[config.mk]
export PLATFORM = sky130hd
export DESIGN_NAME = led_strip_tx
export DESIGN_NICKNAME = d
export VERILOG_FILES = /design/src/rtl/led_tx_pkg.sv /design/src/rtl/led_bit_encoder.sv /design/src/rtl/led_strip_tx.sv
export SDC_FILE = /design/constraint.sdc
export NUM_CORES = 1
export LEC_CHECK = 0
export BUFFER_PORTS_ARGS = -buffer_cell sky130_fd_sc_hd__buf_2
export CORE_ASPECT_RATIO = 1.75
export CORE_MARGIN = 2
export CORE_UTILIZATION = 60
export CTS_CLUSTER_SIZE = 8
export DETAILED_ROUTE_END_ITERATION = 16
export PLACE_DENSITY = 0.85
export SYNTH_ARGS = -nofsm -noshare
export SYNTH_HDL_FRONTEND = slang
export SYNTH_SLANG_ARGS = --single-unit
[constraint.sdc]
create_clock -name clk -period 3.5 [get_ports clk]
set_input_delay 0.7 -clock clk [delete_from_list [all_inputs] [get_ports clk]]
set_output_delay 0.7 -clock clk [all_outputs]
set_load 0.05 [all_outputs]
[src/rtl/led_tx_pkg.sv]
// -----------------------------------------------------------------------------
// led_tx_pkg
// Shared definitions for the LED strip transmitter:
//   - FSM state encoding (IDLE, FETCH, SEND, LATCH, DONE)
//   - default WS2812 timing constants for a 50 MHz clock
//   - word size of one LED (24-bit GRB)
//   - small helper for counter widths
// -----------------------------------------------------------------------------
package led_tx_pkg;

  // One LED word is 24 bits of GRB colour.
  localparam int BITS_PER_LED = 24;

  // Default timing at 50 MHz: 1.25 us bit period, 0.4 us / 0.8 us high times,
  // 50 us latch gap.
  localparam int DEF_TBIT = 63;
  localparam int DEF_T0H  = 20;
  localparam int DEF_T1H  = 40;
  localparam int DEF_TRST = 2500;

  // FSM state encoding.
  localparam logic [2:0] ST_IDLE  = 3'd0;
  localparam logic [2:0] ST_FETCH = 3'd1;
  localparam logic [2:0] ST_SEND  = 3'd2;
  localparam logic [2:0] ST_LATCH = 3'd3;
  localparam logic [2:0] ST_DONE  = 3'd4;

  // Width of a counter that must hold values 0..n-1 (at least 1 bit).
  function automatic int cnt_width(input int n);
    return (n > 1) ? $clog2(n) : 1;
  endfunction

endpackage

[src/rtl/led_bit_encoder.sv]
// -----------------------------------------------------------------------------
// led_bit_encoder
// Produces one WS2812-style bit period on the serial data line.
//
// Ports:
//   clk       in   system clock
//   reset     in   synchronous, active-high reset
//   start     in   one-cycle pulse: begin a new bit period on the next cycle
//   bit_val   in   value of the bit to send, sampled with start
//   led_dout  out  serial data line (registered)
//   bit_done  out  high on the last cycle of the current bit period
//
// A period started in cycle c occupies cycles c+1 .. c+TBIT. Because bit_done
// marks cycle c+TBIT, the caller can raise start in that same cycle to get
// back-to-back periods with no idle cycle in between.
// -----------------------------------------------------------------------------
module led_bit_encoder
  import led_tx_pkg::*;
#(
  parameter int TBIT = DEF_TBIT,
  parameter int T0H  = DEF_T0H,
  parameter int T1H  = DEF_T1H
) (
  input  logic clk,
  input  logic reset,
  input  logic start,
  input  logic bit_val,
  output logic led_dout,
  output logic bit_done
);

  localparam int CW  = cnt_width(TBIT);
  localparam int CW1 = CW + 1;
  localparam logic [CW-1:0] CNT_LAST = CW'(TBIT - 1);
  localparam logic [CW1-1:0] HIGH0 = CW1'(T0H);
  localparam logic [CW1-1:0] HIGH1 = CW1'(T1H);

  logic          active_reg;
  logic          one_reg;
  logic          dout_reg;
  logic [CW-1:0] cnt_reg;

  logic [CW1-1:0] cnt_next;
  logic [CW1-1:0] high_len;

  always_comb begin
    cnt_next = {1'b0, cnt_reg} + CW1'(1);
    high_len = one_reg ? HIGH1 : HIGH0;
  end

  assign bit_done = active_reg && (cnt_reg == CNT_LAST);
  assign led_dout = dout_reg;

  always_ff @(posedge clk) begin
    if (reset) begin
      active_reg <= 1'b0;
      one_reg    <= 1'b0;
      dout_reg   <= 1'b0;
      cnt_reg    <= '0;
    end else if (start) begin
      // Every bit begins with a high phase, so drive high straight away.
      active_reg <= 1'b1;
      one_reg    <= bit_val;
      dout_reg   <= 1'b1;
      cnt_reg    <= '0;
    end else if (active_reg) begin
      if (cnt_reg == CNT_LAST) begin
        active_reg <= 1'b0;
        dout_reg   <= 1'b0;
      end else begin
        cnt_reg  <= cnt_next[CW-1:0];
        // dout for the coming cycle: high while its count is below the high time.
        dout_reg <= (cnt_next < high_len);
      end
    end
  end

endmodule

[src/rtl/led_strip_tx.sv]
// -----------------------------------------------------------------------------
// led_strip_tx
// Transmits one frame buffer to a WS2812-style LED strip on request.
//
// Ports:
//   clk            in   system clock
//   reset          in   synchronous, active-high reset
//   led_tx         in   transmit request
//   led_tx_buf_id  in   buffer index, sampled when the request is accepted
//   led_tx_done    out  one-cycle pulse after the frame and latch gap
//   wbm_address    out  word address = buf_id*NLEDS + led_index (wrapping)
//   wbm_writedata  out  always 0
//   wbm_readdata   in   read data, bits 23:0 are GRB
//   wbm_strobe     out  Wishbone strobe (equal to wbm_cycle)
//   wbm_cycle      out  Wishbone cycle
//   wbm_write      out  always 0
//   wbm_ack        in   Wishbone acknowledge
//   led_dout       out  serial LED data line
//   busy           out  high from the cycle after acceptance through DONE
//
// The first word is fetched in FETCH. While a word is being shifted out the
// next one is read into a holding register, so a reasonably fast slave gives a
// gap-free bit stream. A late ack is used in the same cycle it arrives.
// -----------------------------------------------------------------------------
module led_strip_tx
  import led_tx_pkg::*;
#(
  parameter int ADDR_WIDTH = 32,
  parameter int DATA_WIDTH = 32,
  parameter int NLEDS      = 8,
  parameter int TBIT       = DEF_TBIT,
  parameter int T0H        = DEF_T0H,
  parameter int T1H        = DEF_T1H,
  parameter int TRST       = DEF_TRST
) (
  input  logic                  clk,
  input  logic                  reset,
  input  logic                  led_tx,
  input  logic [DATA_WIDTH-1:0] led_tx_buf_id,
  output logic                  led_tx_done,
  output logic [ADDR_WIDTH-1:0] wbm_address,
  output logic [DATA_WIDTH-1:0] wbm_writedata,
  input  logic [DATA_WIDTH-1:0] wbm_readdata,
  output logic                  wbm_strobe,
  output logic                  wbm_cycle,
  output logic                  wbm_write,
  input  logic                  wbm_ack,
  output logic                  led_dout,
  output logic                  busy
);

  localparam int IDX_W  = cnt_width(NLEDS);
  localparam int LAT_W  = cnt_width(TRST);
  localparam int PROD_W = DATA_WIDTH + 32;
  localparam logic [IDX_W-1:0] LAST_IDX = IDX_W'(NLEDS - 1);
  localparam logic [LAT_W-1:0] LAT_LAST = LAT_W'(TRST - 1);
  localparam logic [4:0]       WORD_BITS = 5'(BITS_PER_LED);

  // ---------------------------------------------------------------------------
  // State
  // ---------------------------------------------------------------------------
  logic [2:0]            state_reg;
  logic                  armed_reg;
  logic [ADDR_WIDTH-1:0] base_reg;        // buf_id*NLEDS, already wrapped
  logic [IDX_W-1:0]      idx_reg;         // LED word currently being sent
  logic [4:0]            bits_left_reg;   // bits of shift_reg not yet started
  logic [23:0]           shift_reg;
  logic [23:0]           next_word_reg;   // prefetched word idx_reg+1
  logic                  next_valid_reg;
  logic                  cyc_reg;
  logic [ADDR_WIDTH-1:0] addr_reg;
  logic [LAT_W-1:0]      latch_cnt_reg;
  logic                  inflight_reg;    // encoder is inside a bit period

  // ---------------------------------------------------------------------------
  // Combinational control
  // ---------------------------------------------------------------------------
  logic              ack_now;
  logic              enc_free;
  logic              word_avail;
  logic              prefetch_go;
  logic              enc_start;
  logic              enc_bit;
  logic              bit_done;
  logic [23:0]       next_word_mux;
  logic [PROD_W-1:0] base_prod;

  // Product is formed wide and then truncated, which gives the required
  // modulo-2^ADDR_WIDTH wrap.
  assign base_prod = PROD_W'(led_tx_buf_id) * PROD_W'(NLEDS);

  always_comb begin
    ack_now       = cyc_reg && wbm_ack;
    enc_free      = !inflight_reg || bit_done;
    // A word arriving on the bus this very cycle counts as available.
    word_avail    = next_valid_reg || ack_now;
    next_word_mux = next_valid_reg ? next_word_reg : wbm_readdata[23:0];
    prefetch_go   = (state_reg == ST_SEND) && !cyc_reg && !next_valid_reg
                    && (idx_reg != LAST_IDX);

    enc_start = 1'b0;
    enc_bit   = 1'b0;
    if ((state_reg == ST_SEND) && enc_free) begin
      if (bits_left_reg != 5'd0) begin
        enc_start = 1'b1;
        enc_bit   = shift_reg[23];
      end else if ((idx_reg != LAST_IDX) && word_avail) begin
        enc_start = 1'b1;
        enc_bit   = next_word_mux[23];
      end
    end
  end

  // ---------------------------------------------------------------------------
  // FSM, bus master and counters
  // ---------------------------------------------------------------------------
  always_ff @(posedge clk) begin
    if (reset) begin
      state_reg      <= ST_IDLE;
      armed_reg      <= 1'b1;
      base_reg       <= '0;
      idx_reg        <= '0;
      bits_left_reg  <= '0;
      shift_reg      <= '0;
      next_word_reg  <= '0;
      next_valid_reg <= 1'b0;
      cyc_reg        <= 1'b0;
      addr_reg       <= '0;
      latch_cnt_reg  <= '0;
      inflight_reg   <= 1'b0;
    end else begin
      if (!led_tx) begin
        armed_reg <= 1'b1;
      end

      if (enc_start) begin
        inflight_reg <= 1'b1;
      end else if (bit_done) begin
        inflight_reg <= 1'b0;
      end

      case (state_reg)
        ST_IDLE: begin
          if (led_tx && armed_reg) begin
            armed_reg      <= 1'b0;
            base_reg       <= base_prod[ADDR_WIDTH-1:0];
            addr_reg       <= base_prod[ADDR_WIDTH-1:0];
            idx_reg        <= '0;
            next_valid_reg <= 1'b0;
            cyc_reg        <= 1'b1;
            state_reg      <= ST_FETCH;
          end
        end

        ST_FETCH: begin
          if (ack_now) begin
            shift_reg     <= wbm_readdata[23:0];
            bits_left_reg <= WORD_BITS;
            cyc_reg       <= 1'b0;
            state_reg     <= ST_SEND;
          end
        end

        ST_SEND: begin
          if (ack_now) begin
            cyc_reg        <= 1'b0;
            next_word_reg  <= wbm_readdata[23:0];
            next_valid_reg <= 1'b1;
          end

          if (prefetch_go) begin
            cyc_reg  <= 1'b1;
            addr_reg <= base_reg + ADDR_WIDTH'(idx_reg) + ADDR_WIDTH'(1);
          end

          if (enc_free) begin
            if (bits_left_reg != 5'd0) begin
              shift_reg     <= {shift_reg[22:0], 1'b0};
              bits_left_reg <= bits_left_reg - 5'd1;
            end else if (idx_reg == LAST_IDX) begin
              latch_cnt_reg <= '0;
              state_reg     <= ST_LATCH;
            end else if (word_avail) begin
              // Bit 23 of the new word starts this cycle; keep the rest.
              shift_reg      <= {next_word_mux[22:0], 1'b0};
              bits_left_reg  <= WORD_BITS - 5'd1;
              idx_reg        <= idx_reg + 1'b1;
              next_valid_reg <= 1'b0;
            end
          end
        end

        ST_LATCH: begin
          if (latch_cnt_reg == LAT_LAST) begin
            state_reg <= ST_DONE;
          end else begin
            latch_cnt_reg <= latch_cnt_reg + 1'b1;
          end
        end

        ST_DONE: begin
          state_reg <= ST_IDLE;
        end

        default: begin
          state_reg <= ST_IDLE;
        end
      endcase
    end
  end

  // ---------------------------------------------------------------------------
  // Bit encoder
  // ---------------------------------------------------------------------------
  led_bit_encoder #(
    .TBIT (TBIT),
    .T0H  (T0H),
    .T1H  (T1H)
  ) u_encoder (
    .clk      (clk),
    .reset    (reset),
    .start    (enc_start),
    .bit_val  (enc_bit),
    .led_dout (led_dout),
    .bit_done (bit_done)
  );

  // ---------------------------------------------------------------------------
  // Outputs
  // ---------------------------------------------------------------------------
  assign wbm_cycle     = cyc_reg;
  assign wbm_strobe    = cyc_reg;
  assign wbm_address   = addr_reg;
  assign wbm_writedata = '0;
  assign wbm_write     = 1'b0;
  assign led_tx_done   = (state_reg == ST_DONE);
  assign busy          = (state_reg != ST_IDLE);

  // Upper read-data byte and high product bits are intentionally dropped.
  logic unused_bits;
  assign unused_bits = ^{wbm_readdata[DATA_WIDTH-1:24], base_prod[PROD_W-1:ADDR_WIDTH]};

endmodule

==> Implementation_results.wiki <==
{| class="wikitable"
! Metric !! Value
|-
| Status || completed
|-
| Fraction of the cycle the final worst path needs || 78.7%
|-
| Core Box Area || 12300 µm²
|-
| Yosys top cell by area || dfxtp_1
|-
| Synth cell count leaders || nand2_1 (149), dfxtp_1 (145), a21oi_1 (107), nor2_1 (94), a211oi_1 (50)
|-
| Startpoint Class || flip-flop
|-
| CTS tree || done
|-
| VDD IR max || 469 µV
|-
| Dominant synthesized flop cell || dfxtp_1
|-
| Worst-Skew Late Latency || 0.42 ns
|-
| Aggregate global routing overflow || 0
|-
| Longest Clk Path Bufs || 2
|-
| Leakage || 0.00316 µW
|-
| Post-Syn Area per Cell || 7.95 µm²
|-
| Number of buffer cells added on primary ports || 93
|-
| Logic gate share of total power || 18.3%
|-
| Part of the total power dissipated in the clock network || 41.8%
|-
| Maximum number of pins on one net before global-route repair || 61
|-
| First-pass GRT wire length || 29400 µm
|-
| Crit Path Class || reg2reg
|-
| Path class of the lowest-slack min-delay path || reg2reg
|-
| Cell area power density || 547 nW/µm²
|-
| Worst-case hold path end point || next_word_reg[11]
|-
| Number of H-tree levels || 4
|-
| Worst clock skew || 0.0115 ns
|-
| Internal reg-to-reg setup slack || 0.74 ns
|-
| Category of the worst setup path capture point || flip-flop
|-
| Number of buffers inserted by post-CTS setup repair || 0
|-
| Number of warning messages in the yosys log || 0
|-
| Sequential fraction of the synthesis area || 38.8%
|-
| Average wire length per cell after detail routing || 15.6 µm
|-
| Number of library cell types mapped by synthesis || 64
|-
| Chip width || 88.4 µm
|-
| Library cell with the highest instance count after synthesis || nand2_1
|-
| Flops & latches, synth || 145
|-
| Starting DRT DRC Count || 555
|-
| Clock Tree Root || clkbuf_16
|-
| Number of endpoints with negative hold slack in the final report || 0
|-
| TritonCTS Buffers || 17
|-
| Worst-margin pin slew || 1.18 ns
|-
| Via count of the first global-routing pass || 6436
|-
| Total of cells resized after clock tree synthesis || 0
|-
| Number of vias per cell after detailed routing || 6.01
|-
| Number of violations of the max-capacitance limit || 0
|-
| Remaining antenna violation count || 0
|-
| Diode count || 0
|-
| Sequential share of power || 39.9%
|-
| Top cell type's share of synthesized area || 38.8%
|-
| Beginning of the worst register-to-register path || idx_reg[0]
|-
| Crit Path Max Fanout || 40
|-
| Max-slew violation total from the final report || 0
|-
| Synth top area cells || dfxtp_1 (39%), nand2_1 (7.5%), a21oi_1 (7.2%), a211oi_1 (5.0%), nor2_1 (4.7%)
|-
| Depth of the worst register-to-register path || 8
|-
| Highest clock rate || 0.363 GHz
|-
| Switching fraction of total power || 30.2%
|-
| Share of synthesized flip-flops with an asynchronous set or reset || 0%
|-
| Initial core utilization || 60.9%
|-
| Largest stage delay on the critical path || 0.51 ns
|-
| Height of the chip || 152 µm
|-
| First-pass DRT Iterations || 5
|-
| Setup Viol. Count Final || 0
|-
| Arr. time, crit path || 3.10 ns
|-
| Crit path time final || 2.76 ns
|-
| Number of enable flip-flop cells after synthesis || 0
|-
| Final total negative setup slack || 0 ns
|-
| Cell internal pwr || 3250 µW
|-
| Req. time, crit path || 3.84 ns
|-
| Routability congestion estimate from global placement || 0.841
|-
| Estimated wirelength of the detail-placed design || 12000 µm
|-
| CTS hold repair buffers || 0
|-
| Fraction of final layout cells with drive strength greater than 1 || 15.3%
|-
| Number of remaining DRC errors || 0
|-
| Area growth from synthesis to layout || 13.8%
|-
| Die outline area || 13400 µm²
|-
| Most frequent CP cell || ha_1
|-
| Unrepaired setup endpoints after global routing || false
|-
| CTS clk-pin slew, worst paths || 0.06 ns
|-
| Total vias in the final route || 7114
|-
| Rows || 54
|-
| Critical path cell sequence || ha_1 -> ha_1 -> nor4b_1 -> o21ai_4 -> nor2_2 -> buf_4 -> nand2_1 -> a31oi_1
|-
| Antenna violations before repair || 0
|-
| Post-synthesis cell area || 7480 µm²
|-
| Hold Path Cell Cnt || 2
|-
| Hold path startpoint || next_word_reg[11]
|-
| Post-route core utilization || 69.3%
|-
| Worst slew margin relative to its limit || 20.4%
|-
| Number of sinks handled by clock tree synthesis || 145
|-
| Final wirelength || 18500 µm
|-
| Total global-route track usage || 27.5%
|-
| Ports placed on the boundary || 138
|-
| Max reg flops || 32
|-
| Reg2reg end || wbm_address[18]
|-
| Worst setup startpoint || idx_reg[0]
|-
| Cell type of the slowest stage on the worst timing path || nor4b_1
|-
| Syn Inst Count || 942
|-
| P_sw || 1400 µW
|-
| Final net count || 1080
|}
[layout make-up]
class	instances	area, µm²
timing repair buffer	106	566
multi-input combinational	720	4160
clock buffer	22	484
fill	1027	3780
sequential	145	2900
clock inverter	10	155
tap	168	210
inverter	12	45.0
[cells by family after synthesis]
logic type / share of synthesized area (%)
and+or+nand+nor: 22.8
muxes: 3.36
other: 0.0501
buffers and inverters: 7.54
xor gates and xnor gates: 3.74
adders and majority gates: 1.67
DFF: 38.8
AOI/OAI and AO/OA: 22.1
[stage by stage]
| step | instance area (µm²) | power, µW | worst slack, ns | std cells | hold WS (ns) |
|---|---|---|---|---|---|
| after floorplan | 7600 | 2560 | 1.01 | 974 | 0.432 |
| after global placement | 7880 | 2710 | 0.838 | 1151 | 0.441 |
| after detailed placement | 7880 | 2730 | 0.787 | 1151 | 0.446 |
| after CTS | 8520 | 4670 | 0.768 | 1183 | 0.455 |
| after global routing | 8520 | 4830 | 0.546 | 1183 | 0.473 |
| final | 8520 | 4660 | 0.744 | 1183 | 0.453 |
[placed cells by master, fill, tap and decap left out, types with 14 or more instances in the layout]
| master | instances |
|---|---|
| o21ai_0 | 17 |
| nand3_1 | 24 |
| a211oi_1 | 50 |
| nand4_1 | 15 |
| buf_4 | 14 |
| xnor2_1 | 18 |
| buf_2 | 92 |
| mux2i_1 | 24 |
| a21oi_1 | 107 |
| xor2_1 | 14 |
| clkbuf_16 | 17 |
| nor2_1 | 93 |
| conb_1 | 33 |
| nor3_1 | 25 |
| nand2_1 | 148 |
| dfxtp_1 | 145 |
[routing by layer]
layer	share of wire, %	global-route usage, %
met5	0	0
met4	2.5	11.4
met3	6.1	5.85
met2	54	50.1
met1	38	30.1
[worst max-delay path: cells and delay by family (launching register included)]
family                     cells  cell delay, ns
adders and majority gates      2            0.54
and+or+nand+nor                3            0.81
DFF                            1            0.38
buffers and inverters          1            0.40
AOI/OAI and AO/OA              2            0.54
[power groups by stage]
stage               logic [µW]  clock network [µW]  registers (µW)
finish                     850                1950            1860
global route               923                2030            1870
CTS                        848                1970            1860
detailed placement         840                   0            1890
global placement           827                   0            1890
floorplan                  555                   0            2000
[worst max-delay path by stage]
stage,end,slack (ns),cells after the start
after floorplan,led_tx_done,1.01,3
after global placement,wbm_address[23],0.84,7
after detailed placement,wbm_address[18],0.79,8
after CTS,wbm_address[18],0.77,8
after global routing,wbm_address[18],0.55,8
final,wbm_address[18],0.74,8
Note: power is estimated with default switching activity, not from simulation.
